### src/rtl/keccak_src_feeder.sv
// ============================================================================
// keccak_src_feeder: frames a hash command header plus zero-masked message
// words into a small FIFO feeding the Keccak core source port.
// Revision: 1.0
// ============================================================================
`default_nettype none

module keccak_src_feeder #(
    parameter int DEPTH = 4
) (
    input  logic        clk,
    input  logic        rst,
    input  logic        start,
    input  logic [1:0]  mode,
    input  logic [15:0] msg_len,
    output logic        busy,
    output logic        done,
    input  logic [31:0] in_data,
    input  logic        in_valid,
    output logic        in_ready,
    output logic [31:0] src_data,
    output logic        src_ready,
    input  logic        src_read,
    output logic        final_segment
);

    localparam int AW = $clog2(DEPTH);
    localparam logic [AW:0] FULL_CNT = (AW+1)'(DEPTH);
    localparam logic [AW:0] ONE_CNT  = (AW+1)'(1);

    typedef enum logic [1:0] {
        IDLE  = 2'd0,
        HDR   = 2'd1,
        DATA  = 2'd2,
        DRAIN = 2'd3
    } state_t;

    state_t        state, state_nx;
    logic [1:0]    mode_q;
    logic [15:0]   len_q;
    logic [14:0]   words_left;
    logic [14:0]   words_init;
    logic [31:0]   mem [DEPTH];
    logic [AW-1:0] wr_ptr, rd_ptr;
    logic [AW:0]   count;
    logic          push, pop, done_q;
    logic [31:0]   push_data, tail_mask;

    assign words_init = {1'b0, msg_len[15:2]} + {14'd0, |msg_len[1:0]};

    // Bytes at or beyond the message length in the final word are zeroed
    always_comb begin
        tail_mask = 32'hFFFF_FFFF;
        case (len_q[1:0])
            2'd1:    tail_mask = 32'hFF00_0000;
            2'd2:    tail_mask = 32'hFFFF_0000;
            2'd3:    tail_mask = 32'hFFFF_FF00;
            default: tail_mask = 32'hFFFF_FFFF;
        endcase
    end

    always_comb begin
        state_nx  = state;
        push      = 1'b0;
        push_data = 32'd0;
        in_ready  = 1'b0;
        pop       = src_read && (count != '0);
        case (state)
            IDLE: begin
                if (start) state_nx = HDR;
            end
            HDR: begin
                push      = 1'b1;
                push_data = {mode_q, 14'd0, len_q};
                state_nx  = (words_left != 15'd0) ? DATA : DRAIN;
            end
            DATA: begin
                in_ready  = (count < FULL_CNT) && (words_left != 15'd0);
                push      = in_valid && in_ready;
                push_data = (words_left == 15'd1) ? (in_data & tail_mask) : in_data;
                if (push && words_left == 15'd1) state_nx = DRAIN;
            end
            DRAIN: begin
                if (pop && count == ONE_CNT) state_nx = IDLE;
            end
            default: state_nx = IDLE;
        endcase
    end

    always_ff @(posedge clk or posedge rst) begin
        if (rst) begin
            state      <= IDLE;
            mode_q     <= 2'd0;
            len_q      <= 16'd0;
            words_left <= 15'd0;
            wr_ptr     <= '0;
            rd_ptr     <= '0;
            count      <= '0;
            done_q     <= 1'b0;
        end else begin
            state  <= state_nx;
            done_q <= (state == DRAIN) && pop && (count == ONE_CNT);
            if (state == IDLE && start) begin
                mode_q     <= mode;
                len_q      <= msg_len;
                words_left <= words_init;
            end else if (state == DATA && push) begin
                words_left <= words_left - 15'd1;
            end
            if (push) wr_ptr <= wr_ptr + 1'b1;
            if (pop)  rd_ptr <= rd_ptr + 1'b1;
            case ({push, pop})
                2'b10:   count <= count + 1'b1;
                2'b01:   count <= count - 1'b1;
                default: count <= count;
            endcase
        end
    end

    // Storage needs no reset: the head is masked to zero whenever the FIFO is empty
    always_ff @(posedge clk) begin
        if (push) mem[wr_ptr] <= push_data;
    end

    assign src_ready     = (count != '0);
    assign src_data      = src_ready ? mem[rd_ptr] : 32'd0;
    assign done          = done_q;
    assign busy          = (state != IDLE) || done_q;
    assign final_segment = busy;

endmodule

`default_nettype wire

### config.mk
export PLATFORM = sky130hd
export DESIGN_NAME = keccak_src_feeder
export DESIGN_NICKNAME = d
export VERILOG_FILES = /design/src/rtl/keccak_src_feeder.sv
export SDC_FILE = /design/constraint.sdc
export NUM_CORES = 1
export LEC_CHECK = 0
export BUFFER_PORTS_ARGS = -buffer_cell sky130_fd_sc_hd__buf_2
export CORE_ASPECT_RATIO = 0.7
export CORE_MARGIN = 2
export CORE_UTILIZATION = 40
export DETAILED_ROUTE_END_ITERATION = 8
export MAX_ROUTING_LAYER = met4
export PLACE_DENSITY_LB_ADDON = 0.08
export SKIP_LAST_GASP = 1
export SLEW_MARGIN = 20
export SYNTH_ARGS = -nofsm -noshare
export SYNTH_HDL_FRONTEND = slang
export SYNTH_SLANG_ARGS = --single-unit
### constraint.sdc
create_clock -name clk -period 2.4 [get_ports clk]
set_input_delay 0.36 -clock clk [delete_from_list [all_inputs] [get_ports clk]]
set_output_delay 0.36 -clock clk [all_outputs]
set_load 0.005 [all_outputs]
==> run metrics, run 1 <==
cell mode on critical path=nor3b_2; Num Clock Sinks=roughly 170; Synthesized Nets=610; VDD IR max=between 0.0004 and 0.0005 V; root buf cell=clkbuf_16; initial core utilization=0.4092; total CTS buffers=17; clock power share=0.217; DRC errors left=0; Reg-to-Reg Start=words_left[8]$_DFFE_PP0P_; Avg WL per Cell=between 15 and 20 µm; crit path DAT=slightly below 2 ns; design area=slightly above 9000 µm²; Final Setup Violations=0; Avg Vias per Cell=a little over 5; Startpoint Class=flip-flop; Iteration-0 DRC Markers=between 200 and 300; crit-path max cell delay=about 0.35 ns; setup slack, reg-to-reg=roughly 0.09 ns; I/O Pins=a little over 90; hold_buf cts=0; Final Hold Viols=0; Die Wd=~170 µm; relative slew slack=0.5973; Slew Viols, Final=0; Rows=42; critical path capture point type=output pin; Fillers=between 1500 and 2000; Final HPWL DP=between 10000 and 15000 µm; clock latency on the worst-skew pair=0.43 ns; register area=roughly 4900 µm²; Final WS setup=approximately 0.05 ns; critical path class=flip-flop to output pin; Seq/Total Area, Yosys=0.6355; top cells by area, synth=edfxtp_1, dfrtp_1, mux4_2; worst path cell trace=inv_1, ha_1, nor3b_2, buf_4, and4_2, nor3b_2, buf_2; Int Pwr=0.007816 W; unique cell type count in the Yosys netlist=48; diodes inserted=0; Worst-path clk slew=~0.06 ns; top-area cell type share of the netlist area=0.4965; Die ar.=between 20000 and 25000 µm²; initial antenna violation count=0; Synth async-reset ratio=0.2515; most numerous cell in the Yosys netlist=edfxtp_1; clock buffer depth=2; Worst path slowest cell=dfrtp_1; Hold Crit Class=primary input to asynchronous set/reset pin; worst-path maximum fanout=3; R2R Path End=state[1]$_DFFE_PP0P_; footprint of the multi-input gates=about 2700 µm²; Tightest Pin Transition=about 0.60 ns; Synth Register Bits=roughly 170; Syn Inst Count=about 530; Layout Cells excl Fill=~900; gp weighted congestion=around 0.85; count of input and output buffers=slightly above 90; Via Count=between 4000 and 5000; Placed Instance Area=~8700 µm²; R2R cell count=5; Seq pwr share=0.396; unrepaired setup endpoints after global routing=true; power share of the combinational group=0.387; Post-Route WL=17500 µm; pre-CTS setup slack=0.05017 ns; share of layout cells above drive strength 1=0.3024; max capacitance violation total=0; Placeable Area=about 19000 µm²; Mapped Area=7741 µm²; gr ovfl total=0; Post-synth EDFFs=between 100 and 150; Net Switching=between 0.003 and 0.004 W; f_max=425.5 MHz; CTS tree=yes; Layout Skew=roughly 0.012 ns; area grow syn2layout=20.37%; vias in the first global route=between 4000 and 5000; leakage=~3.6 nW; Ys Warns=0; first-pass GRT wire length=between 20000 and 30000 µm; Tmin final=approximately 2.4 ns; die height=120.4 µm; drt first pass iters=4; Final ANT Viol Nets=0; Tcrit/Tclk final=0.9793; pin count of the biggest net entering global routing=44; Post-Place Cells=~880; P per Cell Area=~1300 nW/µm²; Tot GR Track Use=0.1905; outcome=finished, final reports clean; largest area contributor in the netlist=edfxtp_1; CP Data Required Time=a little over 2 ns; Synth top cells by count=edfxtp_1, and2_1, nand2_1, dfrtp_1, mux4_2; Switching Fraction=0.3303; Post-layout nets=about 730; H-tree depth=4; ys flop type=edfxtp_1; syn avg cell area=approximately 14 µm²
==> worst max-delay path, delay by kind of cell (launching register included) <==
family / cells / cell delay [ns]
buf+inv: 3 / 0.36
simple gates: 3 / 0.62
fa+ha+maj: 1 / 0.25
flops: 1 / 0.35
==> cell type report <==
cell class              instances  share of cell area
flip-flops and latches        171              0.5281
multi-input cells             321              0.2895
repair buffers                126             0.08513
clock buffers                  19             0.04646
well taps                     242             0.03250
clock inverters                13             0.01101
inverters                      18            0.007251
==> power by group through the flow <==
stage	clock network (W)	registers [W]	logic, W
after floorplan	0	0.00455	0.00284
after global placement	0	0.00467	0.00443
after detailed placement	0	0.00471	0.00448
after CTS	0.00258	0.00463	0.00456
after global routing	0.00272	0.00470	0.00504
final	0.00253	0.00462	0.00452
==> sequential cells by signal, summed over array words and instances, names as in the netlist <==
register and count:
mode_q 2, wr_ptr 2, count 3, rd_ptr 2
done 1, words_left 15, state 2, len_q 16
mem 128
==> cells in the final DEF (no fill, tap or decap), types with 4 or more instances in the layout <==
cell type,count
nand4_1,5
mux4_2,32
xnor2_1,14
buf_4,29
nor2_1,19
inv_1,18
buf_12,6
edfxtp_1,128
mux2i_1,7
nor3_1,9
buf_2,91
clkbuf_16,17
ha_1,21
nand2_1,54
a22o_1,16
a31oi_1,8
o21ai_0,8
and2_2,4
xor2_1,9
and2_1,50
or3_1,7
dfrtp_1,42
clkinv_1,4
a21oi_1,7
clkinvlp_4,4
o2111ai_1,6
==> worst max-delay path by stage <==
| stage | start | cells past startpoint | slack, ns | endpoint |
|---|---|---|---|---|
| CTS | words_left[8]$_DFFE_PP0P_ | 5 | 0.03 | state[1]$_DFFE_PP0P_ |
| floorplan | state[0]$_DFFE_PP0P_ | 6 | 0.11 | mem[0][0]$_DFFE_PP_ |
| finish | words_left[0]$_DFFE_PP0P_ | 7 | 0.05 | in_ready |
| global placement | words_left[8]$_DFFE_PP0P_ | 5 | 0.09 | state[1]$_DFFE_PP0P_ |
| detailed placement | words_left[8]$_DFFE_PP0P_ | 5 | 0.05 | state[1]$_DFFE_PP0P_ |
| global route | words_left[0]$_DFFE_PP0P_ | 7 | -0.03 | in_ready |
==> per-layer routing <==
metal,track usage,share of wire,vias to the layer above
li1,-,-,2244
met1,0.2561,0.49,2364
met2,0.2950,0.46,88
met3,0.03830,0.036,18
met4,0.05929,0.013,0
met5,-,0,-
==> kinds of logic after synthesis <==
logic type	share of synthesized area
AOI/OAI and AO/OA	0.05641
xor gates and xnor gates	0.02602
adders and majority gates	0.03394
buffers and inverters	0.02150
DFF	0.6355
muxes	0.1065
and+or+nand+nor	0.1201
==> through the flow <==
step	total power (W)	TNS [ns]	util	hold WS, ns
detailed placement	0.009187	0	0.4610	0.4640
floorplan	0.007386	0	-	0.4461
CTS	0.01177	0	0.4904	0.09341
global placement	0.009102	0	0.4610	0.4623
global route	0.01247	-0.03424	0.4925	0.1298
finish	0.01167	0	0.4925	0.07951
==> timing repair <==
| item | 4_1_cts | 5_1_grt |
|---|---|---|
| buffers inserted | 2 | 1 |
| cloned | 0 | 0 |
| setup endpoints to repair | 14 | 68 |
| resized for setup | 1 | 6 |
No activity file was read; power rests on OpenSTA's default activity.
==> inputs of run 2 (changes only) <==
CORE_UTILIZATION = 45   (was 40)
==> run 2 against run 1 <==
  * Via count grew 1.6%
  * Setup slack worse by 0.025 ns
  * Sequential power grew 1%
  * Die area decreased by 11%
  * Clock power fell by 5%
  * Critical path depth down 2
  * Worst hold slack worse by 0.068 ns
  * Largest power group unchanged
  * Highest routed layer unchanged
==> run metrics, run 2 (synthesis gave the netlist of run 1 again) <==
total power=0.01163 W (was 0.01167 W); drt first pass iters=4 (unchanged); CTS tree=yes (unchanged); f_max=421.0 MHz (was 425.5 MHz); Avg Vias per Cell=5.329 (was 5.180); Placed Instance Area=8718 µm² (was 8722 µm²); I/O Pins=92 (unchanged); global route hottest layer=met2 (unchanged); GR met3 Demand/Resource=0.04618 (was 0.03830); Avg WL per Cell=19.36 µm (was 19.23 µm); Tightest Pin Transition=0.6928 ns (was 0.6040 ns); max capacitance violation total=0 (unchanged); biggest regs=mem: 128 flops, len_q: 16 flops, words_left: 15 flops (unchanged); Startpoint Class=flip-flop (unchanged); Final WS setup=0.02488 ns (was 0.04974 ns); Worst-path clk slew=0.07 ns (was 0.06 ns); root buf cell=clkbuf_16 (unchanged); Placeable Area=17020 µm² (was 18920 µm²); first-pass GRT wire length=26980 µm (was 27790 µm); Num Clock Sinks=171 (unchanged); pre-CTS setup slack=0.01316 ns (was 0.05017 ns); relative slew slack=0.5364 (was 0.5973); Final HPWL DP=11950 µm (was 11940 µm); gp weighted congestion=0.8777 (was 0.8519); setup slack, reg-to-reg=0.02 ns (was 0.09 ns); Post-layout nets=731 (unchanged); critical path class=flip-flop to flip-flop (was flip-flop to output pin); Reg-to-Reg Start=words_left[8]$_DFFE_PP0P_ (unchanged); count of input and output buffers=91 (unchanged); hold_buf cts=0 (unchanged); Rows=40 (was 42); Slew Viols, Final=0 (unchanged); max reg flops=128 (unchanged); VDD IR max=0.0005007 V (was 0.0004353 V); design area=9310 µm² (was 9318 µm²); Post-Place Cells=862 (was 875); most frequent cells in the layout=edfxtp_1, buf_2, nand2_1 (unchanged); P per Cell Area=1249 nW/µm² (was 1253 nW/µm²); Layout Cells excl Fill=899 (was 910); H-tree depth=4 (unchanged); Tot GR Track Use=0.2051 (was 0.1905); setup TNS=0 ns (unchanged); Biggest register=mem (unchanged); initial core utilization=0.4549 (was 0.4092); worst-path maximum fanout=5 (was 3); clock latency on the worst-skew pair=0.43 ns (about the same); share of layout cells above drive strength 1=0.3084 (was 0.3024); die height=113.7 µm (was 120.4 µm); critical path capture point type=flip-flop (was output pin); Final Setup Violations=0 (unchanged); CP Launch Point=words_left[8]$_DFFE_PP0P_ (was words_left[0]$_DFFE_PP0P_); DRC errors left=0 (unchanged); Tcrit/Tclk final=0.9896 (was 0.9793); crit path DAT=2.69 ns (was 1.99 ns); Via Count=4791 (was 4714); Hold Crit Class=primary input to asynchronous set/reset pin (unchanged); Iteration-0 DRC Markers=351 (was 258); outcome=finished, final reports clean (unchanged); Post-Route WL=17410 µm (was 17500 µm); met1 GRT Util=0.2855 (was 0.2561); clock buffer depth=2 (unchanged); pin count of the biggest net entering global routing=37 (was 44); Layout Skew=0.009289 ns (was 0.01196 ns); Die Wd=160.8 µm (was 170.3 µm); most common cell after layout, fill and taps aside=edfxtp_1 (unchanged); R2R cell count=5 (unchanged); Fillers=1425 (was 1656); met2 usage=0.3075 (was 0.2950); gr ovfl total=0 (unchanged); area grow syn2layout=20.27% (was 20.37%); total CTS buffers=17 (unchanged); diodes inserted=0 (unchanged); leakage=3.566 nW (was 3.572 nW); Final ANT Viol Nets=0 (unchanged); initial antenna violation count=0 (unchanged); Final Hold Viols=0 (unchanged); CP Data Required Time=2.71 ns (was 2.04 ns); Tmin final=2.375 ns (was 2.350 ns); vias in the first global route=4837 (was 4928); R2R Path End=state[1]$_DFFE_PP0P_ (unchanged); unrepaired setup endpoints after global routing=true (unchanged); Die ar.=18280 µm² (was 20500 µm²)
## run 2: power by group
group	total (W)	switching, W	internal [W]	leakage (nW)
clock network	0.00240	0.00110	0.00130	0.239
logic	0.00455	0.00233	0.00222	1.63
registers	0.00467	0.000431	0.00424	1.70
total	0.0116	0.00387	0.00776	3.57
## run 2: stage by stage
stage	hold WS, ns	util
2_1_floorplan	0.4461	-
6_report	0.01141	0.5471
3_5_place_dp	0.4732	0.5124
5_1_grt	0.06162	0.5471
3_3_place_gp	0.4679	0.5124
4_1_cts	0.07976	0.5440
## run 2: worst max-delay path: stages (launching register included)
cell and delay [ns]:
dfrtp_1 0.42, or4_4 0.56, or3_4 0.35, o41ai_2 0.40, and2b_1 0.20, mux2_1 0.32
## run 2: how the worst max path moves through the flow
stage                     slack, ns  cells past startpoint                    to
after floorplan                0.11                      6   mem[0][0]$_DFFE_PP_
after global placement          0.1                      6   mem[0][8]$_DFFE_PP_
after detailed placement       0.01                     11  count[2]$_DFFE_PP0P_
after CTS                    0.0007                     11  count[2]$_DFFE_PP0P_
after global routing          -0.06                     11  count[2]$_DFFE_PP0P_
final                          0.02                      5  state[1]$_DFFE_PP0P_
## run 2: area by class of cell
class,count,area [µm²],area share
flip-flops and latches,171,4923,0.5288
inverters,18,67.56,0.007257
repair buffers,126,822.0,0.08829
multi-input cells,321,2698,0.2897
clock buffers,18,429.2,0.04610
clock inverters,14,81.33,0.008735
well taps,231,289.0,0.03104
## run 2: routing by layer
metal / vias to the layer above / wire length (µm)
li1: 2245 / -
met2: 133 / 7800
met5: - / 0
met3: 14 / 935
met4: 0 / 190
met1: 2399 / 8480
## run 2: what timing repair did
action,in CTS,in global routing
cloned,0,0
endpoints found under the setup margin,28,177
buffers inserted,3,2
gates resized for setup,2,9
